--- src/rtl/display_layer_ctrl.sv ---
// display_layer_ctrl: per-pixel compositor for the game display path.
// Arbitrates border, sabers and player/opponent boxes under a per-frame
// front/back priority, and runs a hit-flash FSM that recolours the border
// for a programmable number of frames.
// Optional build macro: SABER_LAYER_EN (sabers take part in compositing;
// when undefined the saber inputs are masked to transparent).
module display_layer_ctrl #(
    parameter int          FLASH_FRAMES     = 8,
    parameter int          FLASH_BLINKS     = 3,
    parameter logic [23:0] BORDER_COLOR     = 24'hFFFFFF,
    parameter logic [23:0] PLAYER_HIT_COLOR = 24'hFF0000,
    parameter logic [23:0] OPP_HIT_COLOR    = 24'h0000FF,
    parameter logic [23:0] DOUBLE_HIT_COLOR = 24'hFFFF00,
    parameter logic [23:0] BG_COLOR         = 24'h000000
) (
    input  logic        clk_in,
    input  logic        rst_in,
    input  logic        new_frame_in,
    input  logic        pixel_valid_in,
    input  logic        game_border_in,
    input  logic [23:0] player_box_in,
    input  logic [23:0] opponent_box_in,
    input  logic [23:0] player_saber_in,
    input  logic [23:0] opponent_saber_in,
    input  logic        player_front_req_in,
    input  logic        hit_player_in,
    input  logic        hit_opponent_in,
    output logic [23:0] pixel_out,
    output logic        pixel_valid_out,
    output logic        flash_active_out,
    output logic        front_is_player_out
);

`ifdef SABER_LAYER_EN
    localparam logic SABER_EN = 1'b1;
`else
    localparam logic SABER_EN = 1'b0;
`endif

    localparam int FCW = $clog2(FLASH_FRAMES + 1);
    localparam int BCW = $clog2(FLASH_BLINKS + 1);
    localparam logic [FCW-1:0] FRAME_LAST = FCW'(FLASH_FRAMES - 1);
    localparam logic [BCW-1:0] BLINK_LAST = BCW'(FLASH_BLINKS - 1);
    localparam logic [23:0]    SABER_MASK = {24{SABER_EN}};

    typedef enum logic [1:0] {
        IDLE      = 2'd0,
        FLASH_ON  = 2'd1,
        FLASH_OFF = 2'd2
    } state_t;

    state_t         state_r;
    logic [FCW-1:0] frame_cnt_r;
    logic [BCW-1:0] blink_cnt_r;
    logic           pending_r;
    logic [1:0]     hit_type_r;      // {player, opponent}
    logic           flash_active_r;
    logic           front_r;
    logic           hit_any_s;

    // Stage 1 registers
    logic           valid_s1_r;
    logic           border_s1_r;
    logic [23:0]    border_color_s1_r;
    logic           front_s1_r;
    logic [23:0]    pbox_s1_r;
    logic [23:0]    obox_s1_r;
    logic [23:0]    psaber_s1_r;
    logic [23:0]    osaber_s1_r;

    // Stage 2 registers and combinational selection
    logic [23:0]    pixel_r;
    logic           valid_r;
    logic [23:0]    border_color_s;
    logic [23:0]    front_saber_s;
    logic [23:0]    back_saber_s;
    logic [23:0]    front_box_s;
    logic [23:0]    back_box_s;
    logic [23:0]    pixel_s;

    assign hit_any_s = hit_player_in | hit_opponent_in;

    // Hit-flash FSM, pending-hit capture and frame-aligned priority update
    always_ff @(posedge clk_in) begin
        if (rst_in) begin
            state_r        <= IDLE;
            frame_cnt_r    <= '0;
            blink_cnt_r    <= '0;
            pending_r      <= 1'b0;
            hit_type_r     <= 2'b00;
            flash_active_r <= 1'b0;
            front_r        <= 1'b1;
        end else begin
            if (new_frame_in) begin
                front_r <= player_front_req_in;
            end
            case (state_r)
                IDLE: begin
                    if (pending_r) begin
                        if (new_frame_in) begin
                            state_r        <= FLASH_ON;
                            pending_r      <= 1'b0;
                            frame_cnt_r    <= '0;
                            blink_cnt_r    <= '0;
                            flash_active_r <= 1'b1;
                        end
                    end else if (hit_any_s) begin
                        pending_r  <= 1'b1;
                        hit_type_r <= {hit_player_in, hit_opponent_in};
                    end
                end
                FLASH_ON: begin
                    if (new_frame_in) begin
                        if (frame_cnt_r == FRAME_LAST) begin
                            state_r     <= FLASH_OFF;
                            frame_cnt_r <= '0;
                        end else begin
                            frame_cnt_r <= frame_cnt_r + 1'b1;
                        end
                    end
                end
                FLASH_OFF: begin
                    if (new_frame_in) begin
                        if (frame_cnt_r == FRAME_LAST) begin
                            frame_cnt_r <= '0;
                            blink_cnt_r <= blink_cnt_r + 1'b1;
                            if (blink_cnt_r == BLINK_LAST) begin
                                state_r        <= IDLE;
                                flash_active_r <= 1'b0;
                                // A hit on the returning frame edge starts the next flash.
                                if (hit_any_s) begin
                                    pending_r  <= 1'b1;
                                    hit_type_r <= {hit_player_in, hit_opponent_in};
                                end
                            end else begin
                                state_r <= FLASH_ON;
                            end
                        end else begin
                            frame_cnt_r <= frame_cnt_r + 1'b1;
                        end
                    end
                end
                default: begin
                    state_r        <= IDLE;
                    pending_r      <= 1'b0;
                    flash_active_r <= 1'b0;
                end
            endcase
        end
    end

    // Current border colour from the flash state and latched hit type
    always_comb begin
        border_color_s = BORDER_COLOR;
        case (state_r)
            FLASH_ON: begin
                case (hit_type_r)
                    2'b11:   border_color_s = DOUBLE_HIT_COLOR;
                    2'b10:   border_color_s = PLAYER_HIT_COLOR;
                    2'b01:   border_color_s = OPP_HIT_COLOR;
                    default: border_color_s = BORDER_COLOR;
                endcase
            end
            default: border_color_s = BORDER_COLOR;
        endcase
    end

    // Stage 1: register layer inputs together with border colour and priority
    always_ff @(posedge clk_in) begin
        if (rst_in) begin
            valid_s1_r        <= 1'b0;
            border_s1_r       <= 1'b0;
            border_color_s1_r <= 24'h000000;
            front_s1_r        <= 1'b1;
            pbox_s1_r         <= 24'h000000;
            obox_s1_r         <= 24'h000000;
            psaber_s1_r       <= 24'h000000;
            osaber_s1_r       <= 24'h000000;
        end else begin
            valid_s1_r        <= pixel_valid_in;
            border_s1_r       <= game_border_in;
            border_color_s1_r <= border_color_s;
            front_s1_r        <= front_r;
            pbox_s1_r         <= player_box_in;
            obox_s1_r         <= opponent_box_in;
            psaber_s1_r       <= player_saber_in & SABER_MASK;
            osaber_s1_r       <= opponent_saber_in & SABER_MASK;
        end
    end

    // Priority select: border > front saber > back saber > front box > back box > BG
    always_comb begin
        front_saber_s = front_s1_r ? psaber_s1_r : osaber_s1_r;
        back_saber_s  = front_s1_r ? osaber_s1_r : psaber_s1_r;
        front_box_s   = front_s1_r ? pbox_s1_r   : obox_s1_r;
        back_box_s    = front_s1_r ? obox_s1_r   : pbox_s1_r;
        pixel_s       = BG_COLOR;
        if (!valid_s1_r) begin
            pixel_s = 24'h000000;
        end else if (border_s1_r) begin
            pixel_s = border_color_s1_r;
        end else if (front_saber_s != 24'h000000) begin
            pixel_s = front_saber_s;
        end else if (back_saber_s != 24'h000000) begin
            pixel_s = back_saber_s;
        end else if (front_box_s != 24'h000000) begin
            pixel_s = front_box_s;
        end else if (back_box_s != 24'h000000) begin
            pixel_s = back_box_s;
        end else begin
            pixel_s = BG_COLOR;
        end
    end

    // Stage 2: register the selected colour and its qualifier
    always_ff @(posedge clk_in) begin
        if (rst_in) begin
            pixel_r <= 24'h000000;
            valid_r <= 1'b0;
        end else begin
            pixel_r <= pixel_s;
            valid_r <= valid_s1_r;
        end
    end

    assign pixel_out           = pixel_r;
    assign pixel_valid_out     = valid_r;
    assign flash_active_out    = flash_active_r;
    assign front_is_player_out = front_r;

endmodule

--- config.mk ---
export PLATFORM = sky130hd
export DESIGN_NAME = display_layer_ctrl
export DESIGN_NICKNAME = d
export VERILOG_FILES = /design/src/rtl/display_layer_ctrl.sv
export SDC_FILE = /design/constraint.sdc
export NUM_CORES = 1
export LEC_CHECK = 0
export BUFFER_PORTS_ARGS = -buffer_cell sky130_fd_sc_hd__buf_2
export CAP_MARGIN = 20
export CORE_ASPECT_RATIO = 0.7
export CORE_MARGIN = 2
export CORE_UTILIZATION = 50
export CTS_CLUSTER_SIZE = 40
export DETAILED_ROUTE_END_ITERATION = 12
export GPL_TIMING_DRIVEN = 1
export PLACE_DENSITY = 0.79
export SLEW_MARGIN = 20
export SYNTH_ARGS = -nofsm -noshare
export SYNTH_HDL_FRONTEND = slang
export SYNTH_SLANG_ARGS = --single-unit
--- constraint.sdc ---
create_clock -name clk_in -period 2.89 [get_ports clk_in]
set_clock_uncertainty 0.15 [all_clocks]
set_input_delay 0.578 -clock clk_in [delete_from_list [all_inputs] [get_ports clk_in]]
set_output_delay 0.578 -clock clk_in [all_outputs]
set_load 0.01 [all_outputs]
==> results of run 1 <==
layout by cell type, fill, tap and decap left out, types with 2 or more instances in the layout:
cell	Yosys	final
nor3_2	22	22
inv_1	12	12
o31ai_1	22	22
buf_4	0	5
mux2i_1	4	4
nand2_1	13	13
buf_2	0	82
nor4_1	27	27
nand2b_1	2	2
bufinv_16	0	2
nor3_1	9	9
ha_1	10	10
nor2b_1	52	52
or4_1	3	3
nor2_1	18	18
clkinvlp_4	0	3
a22oi_1	3	3
nand3_1	6	6
nor4b_1	22	22
dfxtp_1	92	91
or3_1	2	2
o21ai_1	6	6
a211oi_1	2	2
o311a_1	2	2
a21oi_1	15	15
clkbuf_8	0	9
layout make-up:
| class | instances | share of cell area [%] |
|---|---|---|
| clock inverter | 7 | 2.24 |
| clock buffer | 9 | 2.77 |
| tap | 98 | 2.74 |
| sequential | 92 | 41.2 |
| timing repair buffer | 87 | 10.0 |
| multi-input combinational | 256 | 40.0 |
| inverter | 12 | 1.01 |
sequential cells by signal, summed over array words and instances (netlist names):
name	cells
obox_s1_r	24
pbox_s1_r	24
pixel_out	24
frame_cnt_r	4
border_color_s1_r	3
blink_cnt_r	2
hit_type_r	2
state_r	2
border_s1_r	1
flash_active_out	1
front_is_player_out	1
front_s1_r	1
pending_r	1
pixel_valid_out	1
valid_s1_r	1
per-stage QoR:
step | cells | hold slack, ns | area, um2 | setup slack, ns | total power, W
final | 561 | 0.268 | 4470 | 0.297 | 0.00287
after global routing | 561 | 0.263 | 4470 | 0.203 | 0.00301
after CTS | 561 | 0.256 | 4470 | 0.313 | 0.00289
after detailed placement | 545 | 0.345 | 4250 | 0.356 | 0.00195
after global placement | 545 | 0.336 | 4250 | 0.378 | 0.00193
after floorplan | 388 | 0.299 | 3810 | 0.535 | 0.00181
cells in the mapped netlist, types with 9 or more instances:
cell type	count	area (um2)
dfxtp_1	92	1840
nor2b_1	52	325
clkbuf_1	23	86.3
nor3_1	9	45.0
ha_1	10	125
nor4b_1	22	193
nor4_1	27	169
inv_1	12	45.0
a21oi_1	15	75.1
nor2_1	18	67.6
nor3_2	22	220
o31ai_1	22	165
nand2_1	13	48.8
logic make-up after synthesis:
kind of cell | Yosys count
AND/OR/NAND/NOR | 183
multiplexers | 4
flip-flops | 92
buffers and inverters | 40
AO/OA/AOI/OAI | 59
adder cells (fa/ha/maj) | 10
power breakdown:
part | switching (W) | internal, W
combinational | 0.000286 | 0.000216
sequential | 0.0000749 | 0.00135
clock | 0.000447 | 0.000490
worst min path at each step:
stage	start	to	slack (ns)
6_report	player_box_in[3]	pbox_s1_r[3]$_SDFF_PP0_	0.27
5_1_grt	player_box_in[7]	pbox_s1_r[7]$_SDFF_PP0_	0.26
2_1_floorplan	valid_s1_r$_SDFF_PP0_	pixel_valid_out$_SDFF_PP0_	0.30
3_3_place_gp	hit_type_r[1]$_SDFFE_PP0P_	hit_type_r[1]$_SDFFE_PP0P_	0.34
4_1_cts	player_box_in[3]	pbox_s1_r[3]$_SDFF_PP0_	0.26
3_5_place_dp	hit_type_r[1]$_SDFFE_PP0P_	hit_type_r[1]$_SDFFE_PP0P_	0.34
routing by layer:
metal	routed length (um)	up-vias	GRT usage [%]	part of all wire (%)
met2	3760	108	33.2	45
met4	164	0	8.21	2.0
li1	-	1549	-	-
met1	3920	1448	26.8	47
met3	500	18	5.61	6.0
met5	0	-	0	0
==> out/qor.yml, run 1 <==
critical_path:
  startpoint_type: "register"
  r2r_cells: 6
  r2r_end: "pixel_out[23]$_SDFF_PP0_"
  crit_buf_inv: 1
  rr_startpoint: "obox_s1_r[14]$_SDFF_PP0_"
  path_max_fanout: 28
  crit_end: "pixel_out[23]$_SDFF_PP0_"
  crit_required_ns: 3.03
  r2r_slack_ns: 0.30
  crit_start: "obox_s1_r[14]$_SDFF_PP0_"
  cp_data_arrival_time_ns: 2.73
  path_cells: "or4_1, or4_4, a221oi_4, buf_4, nor4_1, nor3_2"
  crit_family: "simple AND/OR/NAND/NOR gates"
  slowest_delay_ns: 0.59
  worstSetupPathType: "reg -> reg"
  worst_path_max_delay_cell: "or4_1"
  end_kind: "register"
  cp.depth: 6
floorplanning:
  dieArea_um2: 8350
  die_w_um: 108
  die_h_um: 77.1
  io_pins: 131
  core-area_um2: 7350
  placementRows: 26
  initial_core_util_pct: 51.9
yosys:
  synth_top_family_by_area: "simple AND/OR/NAND/NOR gates"
  async_flop_share_pct: 0
  synth-xor-area-share_pct: 0
  yosysSeqAreaShare_pct: 48.3
  syn_area_um2: 3810
  synthAdderAreaFrac_pct: 3.28
  ys_seq_elements: 92
  ys.flop_type: "dfxtp_1"
  synthDistinctLibCells: 40
  synth_mux_area_share_pct: 1.05
  synth_fp_nets: 502
  avgSynthCellArea_um2: 9.83
  synth-compound-area-share_pct: 11.1
  synth-edff-count: 0
  synth-simple-area-share_pct: 31.5
  netlist_instances: 388
  yosys_warnings: 0
cells_and_area:
  diodes: 0
  drive_above_1_share_pct: 28.1
  final_nets: 572
  regArea_um2: 1840
  fin_util_pct: 60.8
  multi_input_area_um2: 1790
  fillers: 670
  area_growth_pct: 17.3
clocking:
  cts_resized: 0
  cts_hold_buf: 0
  clockBufferDepth: 2
  cts-buffers-inserted: 9
  clkLatencyLatePin_ns: 0.36
  clock-sinks: 92
  post_cts_buffers: 0
  cts_tree: "yes"
  clkTransAtPathRegs_ns: 0.09
  root_buffer: "clkbuf_8"
  htree_num_levels: 3
grt:
  grt_max_degree: 68
  grt-ovfl-total: 0
  grt_antenna_before_repair: 0
  grt_pass1_wl_um: 13500
  track_usage_pct: 20.8
  grt_pass1_vias: 2960
detailed_routing:
  viasPerCell: 5.57
  routed_wl_um: 8350
  wl_per_cell_um: 14.9
  ant_nets: 0
  drtIter0Drc: 149
  num_vias: 3123
  drcViolationCount: 0
  drt-pass1-iter-count: 4
timing:
  worst_pin_slew_ns: 0.777
  fmax_mhz: 386
  slew_headroom_pct: 48.2
  tns_ns: 0
  timing.final.crit_period_ns: 2.59
  setup_violations: 0
  min_period_over_period_pct: 89.7
  drv_slew: 0
  hold_viol: 0
  rsz0062_at_grt: "false"
power_and_ir_drop:
  p_per_area_nw_per_um2: 641
  ir_worst_vdd_uv: 439
  p_leak_nw: 1.89
placed_design:
  port_buffers: 82
  hpwl_um: 5930
  gp_congestion: 0.798
job:
  drv_cap: 0
hold_path:
  hp-class: "in -> reg"
  min_path_cells: 2
status:
  status: "finished, final reports clean"
Power figures use the tool's default switching activity.
==> run 2, diff against run 1 <==
--- a/config.mk
+++ b/config.mk
@@ -14,6 +14,7 @@
 export DETAILED_ROUTE_END_ITERATION = 12
 export GPL_TIMING_DRIVEN = 1
 export PLACE_DENSITY = 0.79
+export RECOVER_POWER = 25
 export SLEW_MARGIN = 20
 export SYNTH_ARGS = -nofsm -noshare
 export SYNTH_HDL_FRONTEND = slang
==> out/qor.yml, run 2 (synthesized netlist as in run 1, its figures left out) <==
status:
  status: "finished, final reports clean"
critical_path:
  end_kind: "register"
  rr_startpoint: "obox_s1_r[14]$_SDFF_PP0_"
  worstSetupPathType: "reg -> reg"
  r2r_cells: 6
  startpoint_type: "register"
  path_max_fanout: 28
  cp_data_arrival_time_ns: 2.73
  crit_required_ns: 3.03
  crit_start: "obox_s1_r[14]$_SDFF_PP0_"
cells_and_area:
  mostFrequentLayoutCells: "dfxtp_1, buf_2, nor2b_1"
  fillers: 671
  final_common_cell: "dfxtp_1"
  diodes: 0
  area_growth_pct: 17.3
  regArea_um2: 1840
  final_nets: 572
  final_area_um2: 4470
  multi_input_area_um2: 1790
  drive_above_1_share_pct: 28.1
timing:
  timing.final.crit_period_ns: 2.59
  drv_slew: 0
  worst_pin_slew_ns: 1.24
  rsz0062_at_grt: "false"
  tns_ns: 0
  hold_viol: 0
  fmax_mhz: 386
  setup_violations: 0
  min_period_over_period_pct: 89.7
  slew_headroom_pct: 17.0
power_and_ir_drop:
  ir_worst_vdd_uv: 439
  p_leak_nw: 1.89
  sw_frac_of_total_pct: 28.2
  seqPwrFrac_pct: 49.8
  p_comb_share_pct: 17.5
  switchingPower_w: 0.000808
  p_clk_share_pct: 32.7
  p_per_area_nw_per_um2: 642
  power.internal_w: 0.00206
grt:
  grt_antenna_before_repair: 0
  grt_pass1_vias: 2960
  track_usage_pct: 20.8
  grt_max_degree: 68
  grt_pass1_wl_um: 13500
  grt-ovfl-total: 0
clocking:
  htree_num_levels: 3
  clock-sinks: 92
  post_cts_buffers: 0
  clkTransAtPathRegs_ns: 0.09
  clkLatencyLatePin_ns: 0.36
  cts_tree: "yes"
  clockBufferDepth: 2
  cts-buffers-inserted: 9
  cts_resized: 0
  cts_hold_buf: 0
  root_buffer: "clkbuf_8"
hold_path:
  min_path_cells: 2
  min_from: "player_box_in[3]"
  hp-class: "in -> reg"
detailed_routing:
  drt-pass1-iter-count: 4
  viasPerCell: 5.57
  drtIter0Drc: 149
  routed_wl_um: 8350
  ant_nets: 0
  drcViolationCount: 0
  num_vias: 3125
  wl_per_cell_um: 14.9
placed_design:
  gp_congestion: 0.798
  port_buffers: 82
  placed_area_um2: 4250
  hpwl_um: 5930
floorplanning:
  core-area_um2: 7350
  dieArea_um2: 8350
  die_h_um: 77.1
  placementRows: 26
  die_w_um: 108
  initial_core_util_pct: 51.9
  io_pins: 131
job:
  drv_cap: 0
-- run 2: cell count changes in the layout (fill, tap and decap cells not counted), sizes merged --
cell,change
clkbuf,+1
buf,-1
-- run 2: layout make-up --
| type | instances | area share (%) |
|---|---|---|
| tap | 98 | 2.74 |
| inverter | 12 | 1.01 |
| sequential | 92 | 41.2 |
| clock buffer | 9 | 2.77 |
| clock inverter | 7 | 2.24 |
| multi-input combinational | 256 | 40.1 |
| timing repair buffer | 87 | 9.96 |
-- run 2: metrics by stage --
| step | total power, W | instances | setup WS (ns) | utilization, % | hold WS (ns) |
|---|---|---|---|---|---|
| floorplan | 0.00181 | 388 | 0.535 | - | 0.299 |
| global placement | 0.00193 | 545 | 0.378 | 57.8 | 0.336 |
| detailed placement | 0.00195 | 545 | 0.356 | 57.8 | 0.345 |
| CTS | 0.00289 | 561 | 0.313 | 60.8 | 0.256 |
| global route | 0.00301 | 561 | 0.203 | 60.8 | 0.263 |
| finish | 0.00287 | 561 | 0.297 | 60.8 | 0.268 |
-- run 2: path summary, 6_finish.rpt --
path | to | slack [ns]
hold / removal | pbox_s1_r[3]$_SDFF_PP0_ | 0.27
setup reg to reg | pixel_out[23]$_SDFF_PP0_ | 0.30
setup / recovery | pixel_out[23]$_SDFF_PP0_ | 0.30
hold reg to reg | hit_type_r[1]$_SDFFE_PP0P_ | 0.36
-- run 2: power by group through the flow --
| stage | clock network, W | registers (W) | logic, W |
|---|---|---|---|
| final | 0.000938 | 0.00143 | 0.000502 |
| after global routing | 0.00101 | 0.00144 | 0.000566 |
| after CTS | 0.000964 | 0.00143 | 0.000500 |
| after detailed placement | 0 | 0.00146 | 0.000496 |
| after global placement | 0 | 0.00145 | 0.000479 |
| after floorplan | 0 | 0.00144 | 0.000374 |
-- run 2: worst max-delay path, stage by stage, from the launching register on --
cell and delay, ns:
dfxtp_1 0.34, or4_1 0.59, or4_4 0.52, a221oi_4 0.25, buf_4 0.35, nor4_1 0.10
nor3_2 0.22
-- run 2: layer usage --
layer | share of wire, % | up-vias | global-route usage [%]
met5 | 0 | - | 0
met4 | 2.0 | 0 | 8.21
met3 | 5.9 | 18 | 5.61
met2 | 45 | 108 | 33.2
met1 | 47 | 1450 | 26.8
li1 | - | 1549 | -
